==> config.mk <==
export PLATFORM = sky130hd
export DESIGN_NAME = mips_fetch_unit
export DESIGN_NICKNAME = d
export VERILOG_FILES = /design/src/rtl/mips_fetch_pkg.sv /design/src/rtl/fetch_timeout_counter.sv /design/src/rtl/mips_fetch_unit.sv
export SDC_FILE = /design/constraint.sdc
export NUM_CORES = 1
export LEC_CHECK = 0
export BUFFER_PORTS_ARGS = -buffer_cell sky130_fd_sc_hd__buf_4
export CORE_ASPECT_RATIO = 0.9
export CORE_MARGIN = 4
export CORE_UTILIZATION = 48
export CTS_CLUSTER_SIZE = 14
export DETAILED_ROUTE_END_ITERATION = 7
export PLACE_DENSITY_LB_ADDON = 0.12
export SYNTH_ARGS = -nofsm -noshare
export SYNTH_HDL_FRONTEND = slang
export SYNTH_SLANG_ARGS = --single-unit
export TNS_END_PERCENT = 50
==> constraint.sdc <==
create_clock -name clk -period 2.6 [get_ports clk]
set_input_delay 0 -clock clk [delete_from_list [all_inputs] [get_ports clk]]
set_output_delay 0 -clock clk [all_outputs]
set_load 0.1 [all_outputs]
==> src/rtl/mips_fetch_pkg.sv <==
// rtl/mips_fetch_pkg.sv - shared types and constants for the MIPS instruction-fetch stage
package mips_fetch_pkg;

    // Fetch FSM: IDLE waits for fetch_en, REQ owns an outstanding memory
    // request, HOLD presents an instruction to the datapath, ERR is terminal.
    typedef enum logic [1:0] {
        IDLE = 2'd0,
        REQ  = 2'd1,
        HOLD = 2'd2,
        ERR  = 2'd3
    } fetch_state_t;

    localparam int          INSTR_W          = 32;
    localparam logic [31:0] DEFAULT_RESET_PC = 32'h0000_0000;
    localparam logic [31:0] PC_INC           = 32'd4;

endpackage

==> src/rtl/fetch_timeout_counter.sv <==
// rtl/fetch_timeout_counter.sv - wait-cycle counter that flags a memory timeout
//
// Ports:
//   clk        clock
//   rst        synchronous active-high reset
//   clear_i    return the count to zero
//   enable_i   count one more waiting cycle
//   expired_o  the increment of this cycle brings the count to MAX_WAIT
module fetch_timeout_counter #(
    parameter int unsigned MAX_WAIT = 15
) (
    input  logic clk,
    input  logic rst,
    input  logic clear_i,
    input  logic enable_i,
    output logic expired_o
);

    logic [7:0] count_q;

    // Flag on the cycle whose increment would reach MAX_WAIT, so the owner can
    // leave its waiting state on that same edge with a registered decision.
    assign expired_o = enable_i && (count_q == 8'(MAX_WAIT - 1));

    always_ff @(posedge clk) begin
        if (rst || clear_i) begin
            count_q <= 8'd0;
        end else if (enable_i) begin
            count_q <= count_q + 8'd1;
        end
    end

endmodule

==> src/rtl/mips_fetch_unit.sv <==
// rtl/mips_fetch_unit.sv - PC owner and instruction fetcher for the single-cycle MIPS datapath
//
// Ports:
//   clk, rst                      clock, synchronous active-high reset
//   fetch_en                      allows a new fetch to start
//   mem_req/mem_addr              instruction-memory request (held until mem_ack)
//   mem_ack/mem_rdata             memory response
//   instr_valid/instr_ready       instruction handshake to the datapath
//   instr_out/pc_out/pc_plus4     presented instruction, its address, address+4
//   redirect_valid/redirect_pc    branch/jump target from the datapath
//   fetch_error                   sticky timeout / misaligned-target flag
module mips_fetch_unit
    import mips_fetch_pkg::*;
#(
    parameter logic [31:0] RESET_PC = DEFAULT_RESET_PC,
    parameter int unsigned MAX_WAIT = 15
) (
    input  logic               clk,
    input  logic               rst,
    input  logic               fetch_en,
    output logic               mem_req,
    output logic [31:0]        mem_addr,
    input  logic               mem_ack,
    input  logic [INSTR_W-1:0] mem_rdata,
    output logic               instr_valid,
    input  logic               instr_ready,
    output logic [INSTR_W-1:0] instr_out,
    output logic [31:0]        pc_out,
    output logic [31:0]        pc_plus4,
    input  logic               redirect_valid,
    input  logic [31:0]        redirect_pc,
    output logic               fetch_error
);

    fetch_state_t       state_q, state_d;
    logic [31:0]        pc_q, pc_d;
    logic [31:0]        mem_addr_q, mem_addr_d;
    logic [INSTR_W-1:0] instr_q, instr_d;
    logic [31:0]        pc_out_q, pc_out_d;
    logic [31:0]        pc_plus4_q, pc_plus4_d;
    logic               mem_req_q, mem_req_d;
    logic               instr_valid_q, instr_valid_d;
    logic               fetch_error_q, fetch_error_d;
    logic               squash_q, squash_d;
    logic               timeout;
    logic               redirect_bad;

    assign redirect_bad = redirect_valid && (redirect_pc[1:0] != 2'b00);

    fetch_timeout_counter #(
        .MAX_WAIT (MAX_WAIT)
    ) u_timeout (
        .clk       (clk),
        .rst       (rst),
        .clear_i   ((state_q != REQ) || mem_ack),
        .enable_i  ((state_q == REQ) && !mem_ack),
        .expired_o (timeout)
    );

    always_comb begin
        state_d       = state_q;
        pc_d          = pc_q;
        mem_addr_d    = mem_addr_q;
        instr_d       = instr_q;
        pc_out_d      = pc_out_q;
        pc_plus4_d    = pc_plus4_q;
        mem_req_d     = mem_req_q;
        instr_valid_d = instr_valid_q;
        fetch_error_d = fetch_error_q;
        squash_d      = squash_q;

        if (state_q != ERR && redirect_bad) begin
            // A misaligned target is fatal; pc keeps its last legal value.
            state_d       = ERR;
            mem_req_d     = 1'b0;
            instr_valid_d = 1'b0;
            fetch_error_d = 1'b1;
            squash_d      = 1'b0;
        end else begin
            case (state_q)
                IDLE: begin
                    if (redirect_valid) pc_d = redirect_pc;
                    if (fetch_en) begin
                        state_d    = REQ;
                        mem_req_d  = 1'b1;
                        mem_addr_d = pc_d;
                    end
                end
                REQ: begin
                    if (mem_ack) begin
                        if (squash_q) begin
                            // Stale word for a pre-redirect address: drop it and
                            // re-issue from the redirected pc.
                            squash_d = 1'b0;
                            if (redirect_valid) pc_d = redirect_pc;
                            if (fetch_en) begin
                                mem_addr_d = pc_d;
                            end else begin
                                state_d   = IDLE;
                                mem_req_d = 1'b0;
                            end
                        end else begin
                            instr_d       = mem_rdata;
                            pc_out_d      = pc_q;
                            pc_plus4_d    = pc_q + PC_INC;
                            instr_valid_d = 1'b1;
                            mem_req_d     = 1'b0;
                            state_d       = HOLD;
                            pc_d          = redirect_valid ? redirect_pc : pc_q + PC_INC;
                        end
                    end else if (timeout) begin
                        state_d       = ERR;
                        mem_req_d     = 1'b0;
                        fetch_error_d = 1'b1;
                        squash_d      = 1'b0;
                    end else if (redirect_valid) begin
                        // The request stays on the bus; its answer is discarded.
                        pc_d     = redirect_pc;
                        squash_d = 1'b1;
                    end
                end
                HOLD: begin
                    if (redirect_valid) pc_d = redirect_pc;
                    if (instr_ready) begin
                        instr_valid_d = 1'b0;
                        if (fetch_en) begin
                            state_d    = REQ;
                            mem_req_d  = 1'b1;
                            mem_addr_d = pc_d;
                        end else begin
                            state_d = IDLE;
                        end
                    end
                end
                default: begin
                end
            endcase
        end
    end

    always_ff @(posedge clk) begin
        if (rst) begin
            state_q       <= IDLE;
            pc_q          <= RESET_PC;
            mem_addr_q    <= RESET_PC;
            instr_q       <= '0;
            pc_out_q      <= RESET_PC;
            pc_plus4_q    <= RESET_PC + PC_INC;
            mem_req_q     <= 1'b0;
            instr_valid_q <= 1'b0;
            fetch_error_q <= 1'b0;
            squash_q      <= 1'b0;
        end else begin
            state_q       <= state_d;
            pc_q          <= pc_d;
            mem_addr_q    <= mem_addr_d;
            instr_q       <= instr_d;
            pc_out_q      <= pc_out_d;
            pc_plus4_q    <= pc_plus4_d;
            mem_req_q     <= mem_req_d;
            instr_valid_q <= instr_valid_d;
            fetch_error_q <= fetch_error_d;
            squash_q      <= squash_d;
        end
    end

    assign mem_req     = mem_req_q;
    assign mem_addr    = mem_addr_q;
    assign instr_valid = instr_valid_q;
    assign instr_out   = instr_q;
    assign pc_out      = pc_out_q;
    assign pc_plus4    = pc_plus4_q;
    assign fetch_error = fetch_error_q;

endmodule

==> results of run 1 <==
## repair_timing
| action | 4_1_cts | 5_1_grt |
|---|---|---|
| hold buffers | 80 | 0 |
| setup endpoints to repair | 0 | 11 |
| hold endpoints to repair | 98 | 0 |
| resized for setup | 0 | 3 |
## state kept, by name, indices dropped and copies added, names as in the netlist
register           cells
instr_out             32
mem_addr              32
pc_out                32
pc_q                  32
pc_plus4              30
u_timeout.count_q      8
state_q                2
fetch_error            1
instr_valid            1
mem_req                1
squash_q               1
## power groups by stage
stage          Clock, uW  Combinational, uW  Sequential, uW
4_1_cts             2660               4350            3270
5_1_grt             2790               4630            3320
6_report            2640               4420            3280
3_5_place_dp           0               4230            3330
3_3_place_gp           0               4210            3320
2_1_floorplan          0               1220            5190
## critical path, stage by stage (launching register included)
cell	delay [ns]
dfxtp_1	0.32
buf_4	0.13
ha_1	0.16
buf_4	0.15
and3b_1	0.25
a21boi_4	0.36
clkbuf_16	0.27
nand2_1	0.07
a21oi_1	0.16
dlygate4sd3_1	0.59
## cells by family (layout without fill, tap and decap cells)
group / Yosys count / after routing
buffers and inverters: 107 / 381
AOI/OAI and AO/OA: 259 / 259
adders and majority gates: 8 / 8
and+or+nand+nor: 371 / 371
muxes: 26 / 26
DFF: 172 / 172
xor gates and xnor gates: 32 / 32
## cells in the final DEF, fill, tap and decap left out, types with 3 or more instances in the layout
master and instances:
and4_1 6, nor2b_1 3, o32ai_1 3, inv_1 15, clkbuf_16 18, xor2_1 13, nand3_1 18, a2111oi_0 3
dlygate4sd3_1 80, o21ai_0 50, a22oi_1 3, nor3_1 21, nand4_1 20, and3_1 5, a211oi_1 44, bufinv_16 3
dfxtp_1 171, nor4_1 18, a311o_1 3, nor2_1 74, or3_1 3, buf_4 248, clkbuf_1 3, nand2_1 186
ha_1 8, a311oi_1 8, a21oi_1 113, mux2i_1 26, buf_12 3, clkinv_2 3, a31oi_1 7, xnor2_1 19
## path summary, 6_finish.rpt
kind,to,slack (ns)
setup / recovery,instr_out[24]$_SDFFE_PP0P_,0.08
hold / removal,pc_q[30]$_SDFFE_PP0P_,0.08
setup reg to reg,instr_out[24]$_SDFFE_PP0P_,0.08
hold reg to reg,instr_out[11]$_SDFFE_PP0P_,0.46
## per-layer routing
| layer | track usage | vias to the layer above | part of all wire |
|---|---|---|---|
| met4 | 0.0801 | 0 | 0.015 |
| met2 | 0.441 | 350 | 0.45 |
| met5 | 0 | - | 0 |
| li1 | - | 3959 | - |
| met1 | 0.366 | 3857 | 0.43 |
| met3 | 0.0903 | 36 | 0.098 |
## final cells by class
class,count,area [um2],area share
inverter,15,56.3,0.00510
multi-input combinational,696,3920,0.355
clock inverter,10,139,0.0126
sequential,172,3440,0.312
timing repair buffer,334,2770,0.251
tap,202,253,0.0229
clock buffer,22,464,0.0420
## metrics by stage
stage | cells | utilization | instance area (um2)
floorplan | 975 | - | 7750
global placement | 1337 | 0.616 | 9610
detailed placement | 1337 | 0.616 | 9610
CTS | 1449 | 0.706 | 11000
global route | 1451 | 0.708 | 11000
finish | 1451 | 0.708 | 11000
==> results.json, run 1 <==
{
  "postCtsSetupBuffers": 0,
  "cp_data_arrival_time_ns": 2.90,
  "p_seq_frac": 0.317,
  "syn_nets": 1053,
  "p_sw_uw": 4610,
  "max_slew_margin": 0.390,
  "grt_max_degree": 85,
  "intPower_uw": 5730,
  "avgSynthCellArea_um2": 7.95,
  "die_w_um": 142,
  "reg2reg_from": "state_q[0]$_SDFFE_PP0P_",
  "synth_fa_ha_area_frac": 0.0129,
  "status": "completed",
  "power_frac_clock": 0.256,
  "required_ns": 2.98,
  "start_util": 0.497,
  "root_buffer": "clkbuf_16",
  "cts_buffers": 17,
  "h-tree-depth": 4,
  "holdWs_ns": 0.0768,
  "fin_worst_skew_ns": 0.00838,
  "setup_viol": 0,
  "clk_latency_ns": 0.43,
  "layout-drive-gt1-share": 0.236,
  "synth_common_cells": "nand2_1, dfxtp_1, a21oi_1",
  "p_per_area_nw_per_um2": 936,
  "rsz0062_at_grt": "false",
  "fin_crit_ns": 2.52,
  "worst_setup_path_end_kind": "flop",
  "grt_pass1_vias": 7832,
  "power_frac_comb": 0.427,
  "core_area_um2": 15600,
  "fillers": 1225,
  "antenna_found_initial": 0,
  "synth_top_area_share": 0.444,
  "reg2reg_depth": 9,
  "synth-edff-count": 0,
  "synth_area_leader_cell": "dfxtp_1",
  "synth_cell_types": 60,
  "cts.clk_slew.worst_paths_ns": 0.07,
  "avgViaCountPerCell": 5.65,
  "ys.flop_type": "dfxtp_1",
  "synth_compound_area_frac": 0.202,
  "hold_violations": 0,
  "critPathKind": "flop to flop",
  "tritoncts": "done",
  "wl_per_cell_um": 18.2,
  "syn_area_um2": 7750,
  "dp_slack_ns": 0.0767,
  "port-buffer-count": 200,
  "num_io_pins": 201,
  "p_leak_uw": 0.00442,
  "hp-class": "input port to flop",
  "setup.worst_path.start_class": "flop",
  "antenna_left": 0,
  "yosysWarningCount": 0,
  "p_sw_frac": 0.446,
  "die-area_um2": 18300,
  "overflow": 0,
  "irDropWorstVdd_uv": 650,
  "ys_ff_latch": 172,
  "drt_iter0_drc": 747,
  "firstDrtPassIters": 5,
  "grt_pass1_wl_mm": 41.0,
  "path_max_fanout": 20,
  "die_h_um": 129,
  "area_growth_pct": 42.5,
  "ys_top_cells_by_area": "dfxtp_1, nand2_1, a21oi_1",
  "fin_nets": 1314,
  "synthMuxAreaShare": 0.0336,
  "hold_depth": 4,
  "min_from": "redirect_pc[30]",
  "gp_congestion": 0.937,
  "timing.setup.tns_ns": 0,
  "vias": 8202,
  "dp_hpwl_mm": 16.8,
  "synth-simple-area-share": 0.216,
  "ctsLongestPathBuffers": 2,
  "syn_inst": 975,
  "async_reset_ff_frac": 0,
  "period_share": 0.969,
  "placementRows": 43,
  "wirelength_mm": 26.4,
  "tightest_slew_ns": 0.916,
  "yosysMostFrequentCell": "nand2_1",
  "cp-startpoint": "state_q[0]$_SDFFE_PP0P_",
  "grt_use_total": 0.278,
  "drv_slew": 0,
  "max_clock_freq_mhz": 397,
  "remaining_drc_errors": 0,
  "synthXorXnorAreaFrac": 0.0361,
  "antenna_cells": 0,
  "seq_area_frac_synth": 0.444,
  "drv_cap": 0,
  "setup_slack_ns": 0.0801,
  "cts_sinks": 172,
  "synth_top_family_by_area": "simple AND/OR/NAND/NOR gates",
  "fin_total_pwr_uw": 10300
}
(Power assumes the default switching activity.)
==> run 2: changes to the inputs <==
--- a/config.mk
+++ b/config.mk
@@ -8,7 +8,7 @@
 export BUFFER_PORTS_ARGS = -buffer_cell sky130_fd_sc_hd__buf_4
 export CORE_ASPECT_RATIO = 0.9
 export CORE_MARGIN = 4
-export CORE_UTILIZATION = 48
+export CORE_UTILIZATION = 53
 export CTS_CLUSTER_SIZE = 14
 export DETAILED_ROUTE_END_ITERATION = 7
 export PLACE_DENSITY_LB_ADDON = 0.12
==> constraint.sdc (replaced) <==
create_clock -name clk -period 2.4 [get_ports clk]
set_input_delay 0 -clock clk [delete_from_list [all_inputs] [get_ports clk]]
set_output_delay 0 -clock clk [all_outputs]
set_load 0.1 [all_outputs]
==> results.json, run 2 (synthesis results as in run 1) <==
{
  "wirelength_mm": 26.2,
  "worst_setup_path_end_kind": "flop",
  "crit_family": "simple AND/OR/NAND/NOR gates",
  "fin_nets": 1316,
  "remaining_drc_errors": 0,
  "layout-drive-gt1-share": 0.254,
  "area_growth_pct": 42.9,
  "root_buffer": "clkbuf_16",
  "num_io_pins": 201,
  "setup_viol": 0,
  "reg2reg_from": "state_q[1]$_SDFFE_PP0P_",
  "fin_worst_skew_ns": 0.00850,
  "path_max_fanout": 13,
  "port-buffer-count": 200,
  "grt_pass1_wl_mm": 40.8,
  "die_w_um": 135,
  "h-tree-depth": 4,
  "period_share": 0.977,
  "p_leak_uw": 0.00443,
  "start_util": 0.548,
  "rsz0062_at_grt": "true",
  "fin_util": 0.783,
  "fillers": 1018,
  "cp_num_buf_inv": 1,
  "multi_input_area_um2": 3950,
  "hp-class": "input port to flop",
  "drv_cap": 0,
  "fin_crit_ns": 2.34,
  "core_area_um2": 14200,
  "cp-startpoint": "state_q[1]$_SDFFE_PP0P_",
  "wl_per_cell_um": 18.1,
  "drv_slew": 0,
  "placementRows": 41,
  "holdWs_ns": 0.0556,
  "max_clock_freq_mhz": 427,
  "irDropWorstVdd_uv": 714,
  "overflow": 0,
  "setup.worst_path.start_class": "flop",
  "max_slew_margin": 0.460,
  "tritoncts": "done",
  "required_ns": 2.71,
  "cts_sinks": 172,
  "hold_violations": 0,
  "status": "completed",
  "die-area_um2": 16600,
  "cts_buffers": 17,
  "min_from": "redirect_valid",
  "ctsLongestPathBuffers": 2,
  "cts.clk_slew.worst_paths_ns": 0.06,
  "p_per_area_nw_per_um2": 1020,
  "firstDrtPassIters": 7,
  "postCtsSetupBuffers": 0,
  "antenna_found_initial": 0,
  "cpMaxStageDelayCell": "nor3_4",
  "critPathKind": "flop to flop",
  "clk_latency_ns": 0.43,
  "tightest_slew_ns": 0.810,
  "grt_use_total": 0.308,
  "drt_iter0_drc": 756,
  "final_common_cell": "buf_4",
  "ff_latch_area_um2": 3450,
  "grt_max_degree": 76,
  "cp_data_arrival_time_ns": 2.66,
  "avgViaCountPerCell": 5.73,
  "antenna_left": 0,
  "antenna_cells": 0,
  "dp_hpwl_mm": 16.9,
  "crit_chain": "inv_1, ha_1, nor2b_1, and4_1, nor3_4, a21oi_1, a2111oi_2",
  "vias": 8266,
  "layout_common_cells": "buf_4, nand2_1, dfxtp_1",
  "die_h_um": 123,
  "gp_congestion": 1.02,
  "grt_pass1_vias": 7833,
  "cpPeakStageDelay_ns": 0.64
}
-- run 2: cell types whose count changed in the layout (fill, tap and decap cells not counted), moves of 2 or more --
| cell | change |
|---|---|
| dlygate4sd3_1 | -13 |
| buf_6 | -2 |
| ha_1 | -2 |
| clkbuf_8 | +3 |
| buf_12 | +3 |
| buf_4 | +14 |
| clkbuf_1 | -3 |
-- run 2: layer usage --
| metal | track usage | vias up | wire, um |
|---|---|---|---|
| met3 | 0.0947 | 48 | 2650 |
| met1 | 0.397 | 3840 | 10900 |
| met4 | 0.106 | 0 | 576 |
| li1 | - | 3944 | - |
| met5 | 0 | - | 0 |
| met2 | 0.492 | 434 | 12100 |
-- run 2: tightest hold or removal path, delay by kind of cell --
family                 cells  cell delay, ns
AOI/OAI and AO/OA          2            0.32
buffers and inverters      1            0.11
-- run 2: timing repair --
action                                 CTS  global route
pin swaps                                1             1
hold buffers                            67             0
gates cloned                             1             0
endpoints found under the hold margin   92             0
setup endpoints to repair                7             6
resized for setup                        1             3
-- run 2: report_power, final --
part	leakage, uW	internal [uW]	switching (uW)
Sequential	0.00140	3250	303
Combinational	0.00272	1280	3540
Clock	0.000309	1770	1140
Total	0.00443	6310	4980
-- run 2: worst paths after layout --
check,depth (start not counted),to,slack [ns]
setup / recovery,7,pc_q[20]$_SDFFE_PP0P_,0.06
hold / removal,3,state_q[1]$_SDFFE_PP0P_,0.06
setup reg to reg,7,pc_q[20]$_SDFFE_PP0P_,0.06
hold reg to reg,2,instr_out[1]$_SDFFE_PP0P_,0.45
-- run 2: cell type report --
class / count / area share
multi-input cells: 697 / 0.357
flip-flops and latches: 172 / 0.311
repair buffers: 335 / 0.249
clock buffers: 22 / 0.0446
well taps: 193 / 0.0218
clock inverters: 9 / 0.0121
inverters: 15 / 0.00508
-- run 2: through the flow --
stage,std cells,setup TNS (ns),area [um2],power (uW),setup slack (ns)
5_1_grt,1443,-0.00253,11100,11700,-0.00253
3_5_place_dp,1344,-0.0362,9760,8230,-0.0362
6_report,1443,0,11100,11300,0.0563
2_1_floorplan,975,0,7770,6960,0.0308
3_3_place_gp,1344,0,9760,8190,0.0233
4_1_cts,1443,0,11100,11300,0.0222
